==> src/rtl/spi_transaction_fsm.sv <==
// SPI slave transaction sequencer: address byte, R/W decode, read load/shift or write shift/commit.
// Optional SPI_FSM_BURST_EN: auto-increment address and continue while csN stays low.
module spi_transaction_fsm #(
  parameter int ADDR_W = 7
) (
  input  logic              clk,
  input  logic              resetN,
  input  logic              csN,
  input  logic              sclkPosEdge,
  input  logic              sclkNegEdge,
  input  logic [ADDR_W:0]   shiftIn,
  output logic              shiftEn,
  output logic              srLoad,
  output logic              memWriteEnable,
  output logic              misoEnable,
  output logic [ADDR_W-1:0] addr
);

  typedef enum logic [2:0] {
    IDLE,
    GET_ADDR,
    DECODE,
    READ_LOAD,
    READ_SHIFT,
    WRITE_SHIFT,
    WRITE_COMMIT,
    DONE
  } state_t;

  state_t            r_state;
  state_t            w_next;
  logic [2:0]        r_bitCount;
  logic [2:0]        w_bitCount;
  logic [ADDR_W-1:0] r_addr;
  logic [ADDR_W-1:0] w_addr;

  always_ff @(posedge clk or negedge resetN) begin
    if (!resetN) begin
      r_state    <= IDLE;
      r_bitCount <= '0;
      r_addr     <= '0;
    end else begin
      r_state    <= w_next;
      r_bitCount <= w_bitCount;
      r_addr     <= w_addr;
    end
  end

  assign addr = r_addr;

  always_comb begin
    w_next         = r_state;
    w_bitCount     = r_bitCount;
    w_addr         = r_addr;
    shiftEn        = 1'b0;
    srLoad         = 1'b0;
    memWriteEnable = 1'b0;
    misoEnable     = 1'b0;

    case (r_state)
      IDLE: begin
        if (!csN) begin
          w_next     = GET_ADDR;
          w_bitCount = '0;
        end
      end
      GET_ADDR, WRITE_SHIFT: begin
        shiftEn = sclkPosEdge;
        if (sclkPosEdge) begin
          w_bitCount = r_bitCount + 3'd1;
          if (r_bitCount == 3'd7)
            w_next = (r_state == GET_ADDR) ? DECODE : WRITE_COMMIT;
        end
      end
      DECODE: begin
        w_addr     = shiftIn[ADDR_W:1];
        w_bitCount = '0;
        w_next     = shiftIn[0] ? READ_LOAD : WRITE_SHIFT;
      end
      READ_LOAD: begin
        misoEnable = 1'b1;
        srLoad     = !csN;
        w_next     = READ_SHIFT;
      end
      READ_SHIFT: begin
        misoEnable = 1'b1;
        shiftEn    = sclkNegEdge;
        if (sclkNegEdge) begin
          w_bitCount = r_bitCount + 3'd1;
          if (r_bitCount == 3'd7) begin
`ifdef SPI_FSM_BURST_EN
            w_addr     = r_addr + 1'b1;
            w_bitCount = '0;
            w_next     = READ_LOAD;
`else
            w_next     = DONE;
`endif
          end
        end
      end
      WRITE_COMMIT: begin
        memWriteEnable = !csN;
`ifdef SPI_FSM_BURST_EN
        w_addr     = r_addr + 1'b1;
        w_bitCount = '0;
        w_next     = WRITE_SHIFT;
`else
        w_next     = DONE;
`endif
      end
      DONE: begin
      end
      default: w_next = IDLE;
    endcase

    // Deselect overrides every transition, including one coinciding with the 8th edge.
    if (csN && (r_state != IDLE)) begin
      w_next     = IDLE;
      w_bitCount = r_bitCount;
      w_addr     = r_addr;
    end
  end

endmodule
==> config.mk <==
export PLATFORM = sky130hd
export DESIGN_NAME = spi_transaction_fsm
export DESIGN_NICKNAME = d
export VERILOG_FILES = /design/src/rtl/spi_transaction_fsm.sv
export SDC_FILE = /design/constraint.sdc
export NUM_CORES = 1
export LEC_CHECK = 0
export CAP_MARGIN = 20
export CORE_MARGIN = 5
export CORE_UTILIZATION = 44
export DETAILED_ROUTE_END_ITERATION = 10
export GPL_ROUTABILITY_DRIVEN = 0
export PLACE_DENSITY = 0.78
export SLEW_MARGIN = 20
export SYNTH_ARGS = -nofsm -noshare
export SYNTH_HDL_FRONTEND = slang
export SYNTH_SLANG_ARGS = --single-unit
==> constraint.sdc <==
create_clock -name clk -period 2 [get_ports clk]
set_clock_uncertainty 0.05 [all_clocks]
set_input_delay 0.4 -clock clk [delete_from_list [all_inputs] [get_ports clk]]
set_output_delay 0.4 -clock clk [all_outputs]
set_load 0.05 [all_outputs]
==> results of run 1 <==
[kinds of logic after synthesis]
family | Yosys count | share of synthesized area (%)
and+or+nand+nor | 22 | 14.8
adders and majority gates | 2 | 3.45
muxes | 11 | 16.7
DFF | 13 | 44.8
buffers and inverters | 8 | 4.83
AOI/OAI and AO/OA | 14 | 15.3
[cell usage in the layout (no fill, tap or decap), types with 2 or more instances in the layout]
master and n:
dfrtp_1 11, clkdlybuf4s50_1 18, buf_4 7, inv_1 5, nand2_1 7, mux2_2 8, clkbuf_4 3, ha_1 2
a21oi_1 2, mux2i_1 2, dfrtp_2 2, o21ai_0 2, nor2b_1 2, buf_12 4, nor2_1 4
[power by group through the flow]
stage	combinational, mW	clock (mW)	sequential, mW
after CTS	0.923	0.165	0.494
final	0.916	0.161	0.499
after detailed placement	0.910	0	0.495
after floorplan	0.376	0	0.685
after global routing	0.975	0.182	0.517
after global placement	0.890	0	0.483
[how the worst max path moves through the flow]
stage,to,slack [ps],cells past startpoint
6_report,misoEnable,90,4
3_3_place_gp,r_state[2]$_DFFE_PN0P_,-50,5
4_1_cts,srLoad,8,6
5_1_grt,misoEnable,30,4
2_1_floorplan,memWriteEnable,30,3
3_5_place_dp,r_state[2]$_DFFE_PN0P_,-100,5
[through the flow]
stage / area (µm²) / hold WS (ps) / power [mW] / utilization, %
floorplan: 737 / 54.4 / 1.06 / -
global placement: 1060 / 439 / 1.37 / 69.0
detailed placement: 1060 / 451 / 1.40 / 69.0
CTS: 1110 / 442 / 1.58 / 72.1
global route: 1120 / 464 / 1.67 / 72.5
finish: 1120 / 421 / 1.58 / 72.5
[registers in the layout (all words and copies together) (netlist names)]
| name | count |
|---|---|
| r_bitCount | 3 |
| addr | 7 |
| r_state | 3 |
[final cells by class]
type	count	area share, %
well taps	16	1.79
repair buffers	31	30.1
inverters	5	1.68
multi-input cells	49	34.7
flip-flops and latches	13	29.3
clock buffers	4	2.35
[synth_stat cells, types with 2 or more instances]
master   instances  area [µm²]
dfrtp_1         13         325
mux2_2           8        90.1
nand2_1          8        30.0
inv_1            5        18.8
nor2_1           5        18.8
a21oi_1          2        10.0
ha_1             2        25.0
mux2i_1          2        20.0
nor2b_1          2        12.5
nor3_1           2        10.0
o21ai_0          2        10.0
[metal layers]
layer,track usage [%],vias to the layer above
met5,0,-
met4,5.11,0
met3,4.44,3
met2,23.6,29
met1,17.3,320
li1,-,319
[critical path: cells and delay by family, from the launching register on]
| family | cells | cell delay, ps |
|---|---|---|
| simple gates | 1 | 120 |
| buf+inv | 2 | 350 |
| compound gates | 1 | 210 |
| flops | 1 | 500 |
[repair_timing]
| action | CTS | global route |
|---|---|---|
| gates resized for setup | 4 | 3 |
| setup buffers | 1 | 0 |
| endpoints found under the setup margin | 2 | 4 |
| pin swaps | 1 | 1 |
==> qor.csv, run 1 <==
stage,metric,value,unit
die,I/O pin total,24,
die,DIE WIDTH,50.6,µm
layout,ANT cells,0,
pwr,switching pwr,0.722,mW
critical_path,Setup crit end kind,output pin,
synthesis,"Async S/R FF share, synth",100,%
global_routing,vias in the first global route,703,
critical_path,crit-path max cell delay,500,ps
placement,Post-DP HPWL,1.34,mm
layout,fillcell total,107,
die,Die ar.,0.00256,mm²
pwr,static leakage,0.489,nW
critical_path,crit path launch,r_state[0]$_DFFE_PN0P_,
critical_path,Worst Path Arrival,1460,ps
critical_path,worst path cell trace,inv_1 > nand2_1 > o22ai_2 > buf_12,
synthesis,"Top FF cell, synth",dfrtp_1,
critical_path,CP max-delay cell,dfrtp_2,
timing,slew of the pin with the lowest slew margin,546,ps
synthesis,post-synth net total,85,
timing,"Hold Vio Cnt, Final",0,
synthesis,Synth Register Bits,13,
global_routing,initial antenna violation count,0,
timing,max-slew violation count,0,
timing,final setup fails,0,
critical_path,"Max FO, Critical Path",13,
pwr,clock power share,10.2,%
job,Max-cap violations,0,
die,Starting Density,47.1,%
detailed_routing,uppermost routed layer,met4,
cts,Clock transition at path regs,80,ps
synthesis,unique cell type count in the Yosys netlist,30,
layout,layout cells sized above 1,31.4,%
detailed_routing,wl on met1,723,µm
detailed_routing,Vias,671,
layout,Register Area,328,µm²
timing,setup TNS,0,ps
cts,TritonCTS clock tree,done,
detailed_routing,DR vias/cell,5.69,
die,std cell rows,14,
global_routing,GRT Residual Overflow,0,
detailed_routing,wire length per cell,14.6,µm
detailed_routing,routed wire length,1.72,mm
die,Die Y,50.6,µm
synthesis,Syn. warnings,0,
timing,period utilization,95.7,%
synthesis,register area share after synthesis,44.8,%
critical_path,R2R depth,6,
timing,RSZ-0062 raised after global routing,no,
layout,"Cell Count, Final, Fillers Out",118,
global_routing,first-pass GRT wire length,2.87,mm
placement,PortBufs,23,
detailed_routing,Pre-antenna DRT Iters,4,
timing,Max-slew headroom,63.5,%
critical_path,Reg-to-Reg End,r_state[1]$_DFFE_PN0P_,
synthesis,cells after synthesis,70,
cts,Bufs on Longest Clock Path,2,
die,Placeable Area,0.00154,mm²
cts,total number of H-tree levels,1,
pwr,Pint,0.854,mW
pwr,peak supply drop,1.00,mV
pwr,Cell Pwr Density,1410,mW/mm²
global_routing,GRT Total Usage,14.3,%
timing,fmax,0.522,GHz
critical_path,flop-to-flop setup slack,250,ps
synthesis,Post-synth EDFFs,0,
cts,Root Driver,clkbuf_4,
critical_path,Worst setup SP type,register,
timing,Period minus WS final,1910,ps
placement,Setup WS pre-CTS,-95.7,ps
pwr,Sw Ratio,45.8,%
placement,# placed instances,113,
cts,post-cts hold buffer count,0,
cts,Worst-Skew Late Latency,280,ps
synthesis,syn avg cell area,10.4,µm²
detailed_routing,DRT iter0 DRCs,12,
pwr,register share of total power,31.7,%
cts,CTS Buf Count,3,
layout,Multi-input gate area,388,µm²
cts,CTS Sinks,13,
critical_path,kind of critical path,register to output pin,
detailed_routing,final antenna-violating net count,0,
pwr,combinational share of power,58.1,%
critical_path,Worst Path Required,1550,ps
global_routing,largest net degree at the start of global routing,14,
run_status,status,finished clean,
timing,Final WS setup,85.5,ps
detailed_routing,met3 wire length,131,µm
layout,# nets final,118,
detailed_routing,routed wire length on met2,840,µm
layout,Synth-to-Final Area Change,54.0,%
detailed_routing,Residual DRC,0,
critical_path,reg2reg start,r_bitCount[0]$_DFFE_PN0P_,
synthesis,Mapped Area,726,µm²
worst_hold_path,Hold Path Class,input pin to asynchronous set/reset pin,
Power figures use the tool's default switching activity.
==> inputs of run 2 (changes only) <==
Settings changed: SKIP_LAST_GASP from default to 1.
==> qor.csv, run 2 (same netlist as run 1, synthesis figures left out) <==
stage,metric,value,unit
layout,most frequent cells in the layout,"clkdlybuf4s50_1, dfrtp_1, mux2_2, buf_4, nand2_1",
pwr,Sw Ratio,45.8,%
critical_path,CP max-delay cell,clkdlybuf4s50_1,
detailed_routing,Pre-antenna DRT Iters,4,
cts,Root Driver,clkbuf_4,
detailed_routing,Residual DRC,0,
timing,setup TNS,0,ps
die,Die Y,50.6,µm
detailed_routing,final antenna-violating net count,0,
cts,CTS Sinks,13,
timing,slew of the pin with the lowest slew margin,546,ps
critical_path,R2R depth,4,
global_routing,vias in the first global route,703,
pwr,static leakage,0.479,nW
die,Starting Density,47.1,%
layout,cell area after layout,0.00111,mm²
pwr,peak supply drop,1.00,mV
critical_path,worst path cell trace,clkdlybuf4s50_1 > buf_4 > inv_1 > nand2_2 > nor2_1 > buf_12,
pwr,combinational share of power,58.0,%
die,Placeable Area,0.00154,mm²
cts,Bufs on Longest Clock Path,2,
timing,"Hold Vio Cnt, Final",0,
pwr,total power,1.57,mW
detailed_routing,Vias,669,
timing,final setup fails,0,
critical_path,reg2reg start,r_state[1]$_DFFE_PN0P_,
timing,period utilization,99.5,%
cts,post-cts hold buffer count,0,
cts,Clock transition at path regs,80,ps
worst_hold_path,Hold Path Class,input pin to asynchronous set/reset pin,
pwr,Pint,0.853,mW
detailed_routing,wire length per cell,14.6,µm
detailed_routing,routed wire length,1.72,mm
global_routing,initial antenna violation count,0,
placement,dpl cell area,0.00106,mm²
die,DIE WIDTH,50.6,µm
run_status,status,finished clean,
die,Die ar.,0.00256,mm²
pwr,clock power share,10.2,%
cts,CTS Buf Count,3,
die,std cell rows,14,
global_routing,GRT Total Usage,14.3,%
cts,TritonCTS clock tree,done,
placement,Setup WS pre-CTS,-95.7,ps
layout,ANT cells,0,
layout,"Cell Count, Final, Fillers Out",118,
cts,Worst-Skew Late Latency,280,ps
layout,Synth-to-Final Area Change,52.8,%
timing,Hold WS,421,ps
critical_path,Worst setup SP type,input pin,
pwr,register share of total power,31.7,%
global_routing,GRT Residual Overflow,0,
die,I/O pin total,24,
cts,total number of H-tree levels,1,
critical_path,"Max FO, Critical Path",6,
critical_path,Worst Path Required,1550,ps
layout,fillcell total,105,
timing,RSZ-0062 raised after global routing,yes,
layout,max FFs per register,7,
layout,layout cells sized above 1,30.4,%
timing,fmax,0.503,GHz
layout,"commonest non-fill, non-tap cell in the layout",clkdlybuf4s50_1,
global_routing,first-pass GRT wire length,2.87,mm
pwr,Cell Pwr Density,1420,mW/mm²
critical_path,kind of critical path,input pin to output pin,
critical_path,Setup crit end kind,output pin,
timing,Period minus WS final,1990,ps
critical_path,Worst Path Arrival,1540,ps
placement,# placed instances,113,
placement,Post-DP HPWL,1.34,mm
critical_path,crit path launch,csN,
layout,Util after Layout,71.9,%
global_routing,largest net degree at the start of global routing,14,
pwr,switching pwr,0.720,mW
timing,Max-slew headroom,63.5,%
timing,Final WS setup,10.2,ps
layout,# nets final,118,
job,Max-cap violations,0,
detailed_routing,DR vias/cell,5.67,
detailed_routing,DRT iter0 DRCs,11,
critical_path,crit-path max cell delay,430,ps
timing,max-slew violation count,0,
placement,PortBufs,23,
## run 2: cell count changes in the layout (fill, tap and decap cells not counted)
cell	change
dlymetal6s2s_1	-1
nor2_1	+1
nor2_2	-1
buf_6	-1
clkdlybuf4s50_1	+1
buf_4	+1
## run 2: final timing paths
kind	endpoint	slack, ps
max	memWriteEnable	10
min	addr[4]$_DFFE_PN0P_	420
max reg2reg	r_state[2]$_DFFE_PN0P_	270
min reg2reg	addr[3]$_DFFE_PN0P_	470
max in group asynchronous	r_state[2]$_DFFE_PN0P_	1080
min in group clk	addr[3]$_DFFE_PN0P_	470
## run 2: layout make-up
type	instances	area [µm²]	area share, %
Inverter	5	18.8	1.69
Tap cell	16	20.0	1.81
Timing Repair Buffer	31	330	29.8
Clock buffer	4	26.3	2.37
Sequential cell	13	328	29.6
Multi-Input combinational cell	49	385	34.8
## run 2: what timing repair did
item | 4_1_cts | 5_1_grt
buffers inserted | 1 | 0
pin swaps | 1 | 1
setup endpoints to repair | 2 | 4
resized for setup | 3 | 1
gates cloned | 0 | 0
## run 2: per-layer routing
metal	wire length [µm]	part of all wire, %	GRT usage (%)
met5	0	0	0
met4	23	1.3	5.11
met3	151	8.8	4.44
met2	833	48	23.6
met1	714	41	17.3
## run 2: critical path: cells and delay by family
kind / cells / cell delay, ps
simple gates: 2 / 290
buf+inv: 4 / 850
## run 2: power by group through the flow
stage | Combinational, mW | Clock (mW) | Sequential (mW)
3_3_place_gp | 0.890 | 0 | 0.483
4_1_cts | 0.923 | 0.165 | 0.494
2_1_floorplan | 0.376 | 0 | 0.685
3_5_place_dp | 0.910 | 0 | 0.495
6_report | 0.913 | 0.161 | 0.499
5_1_grt | 0.972 | 0.182 | 0.518
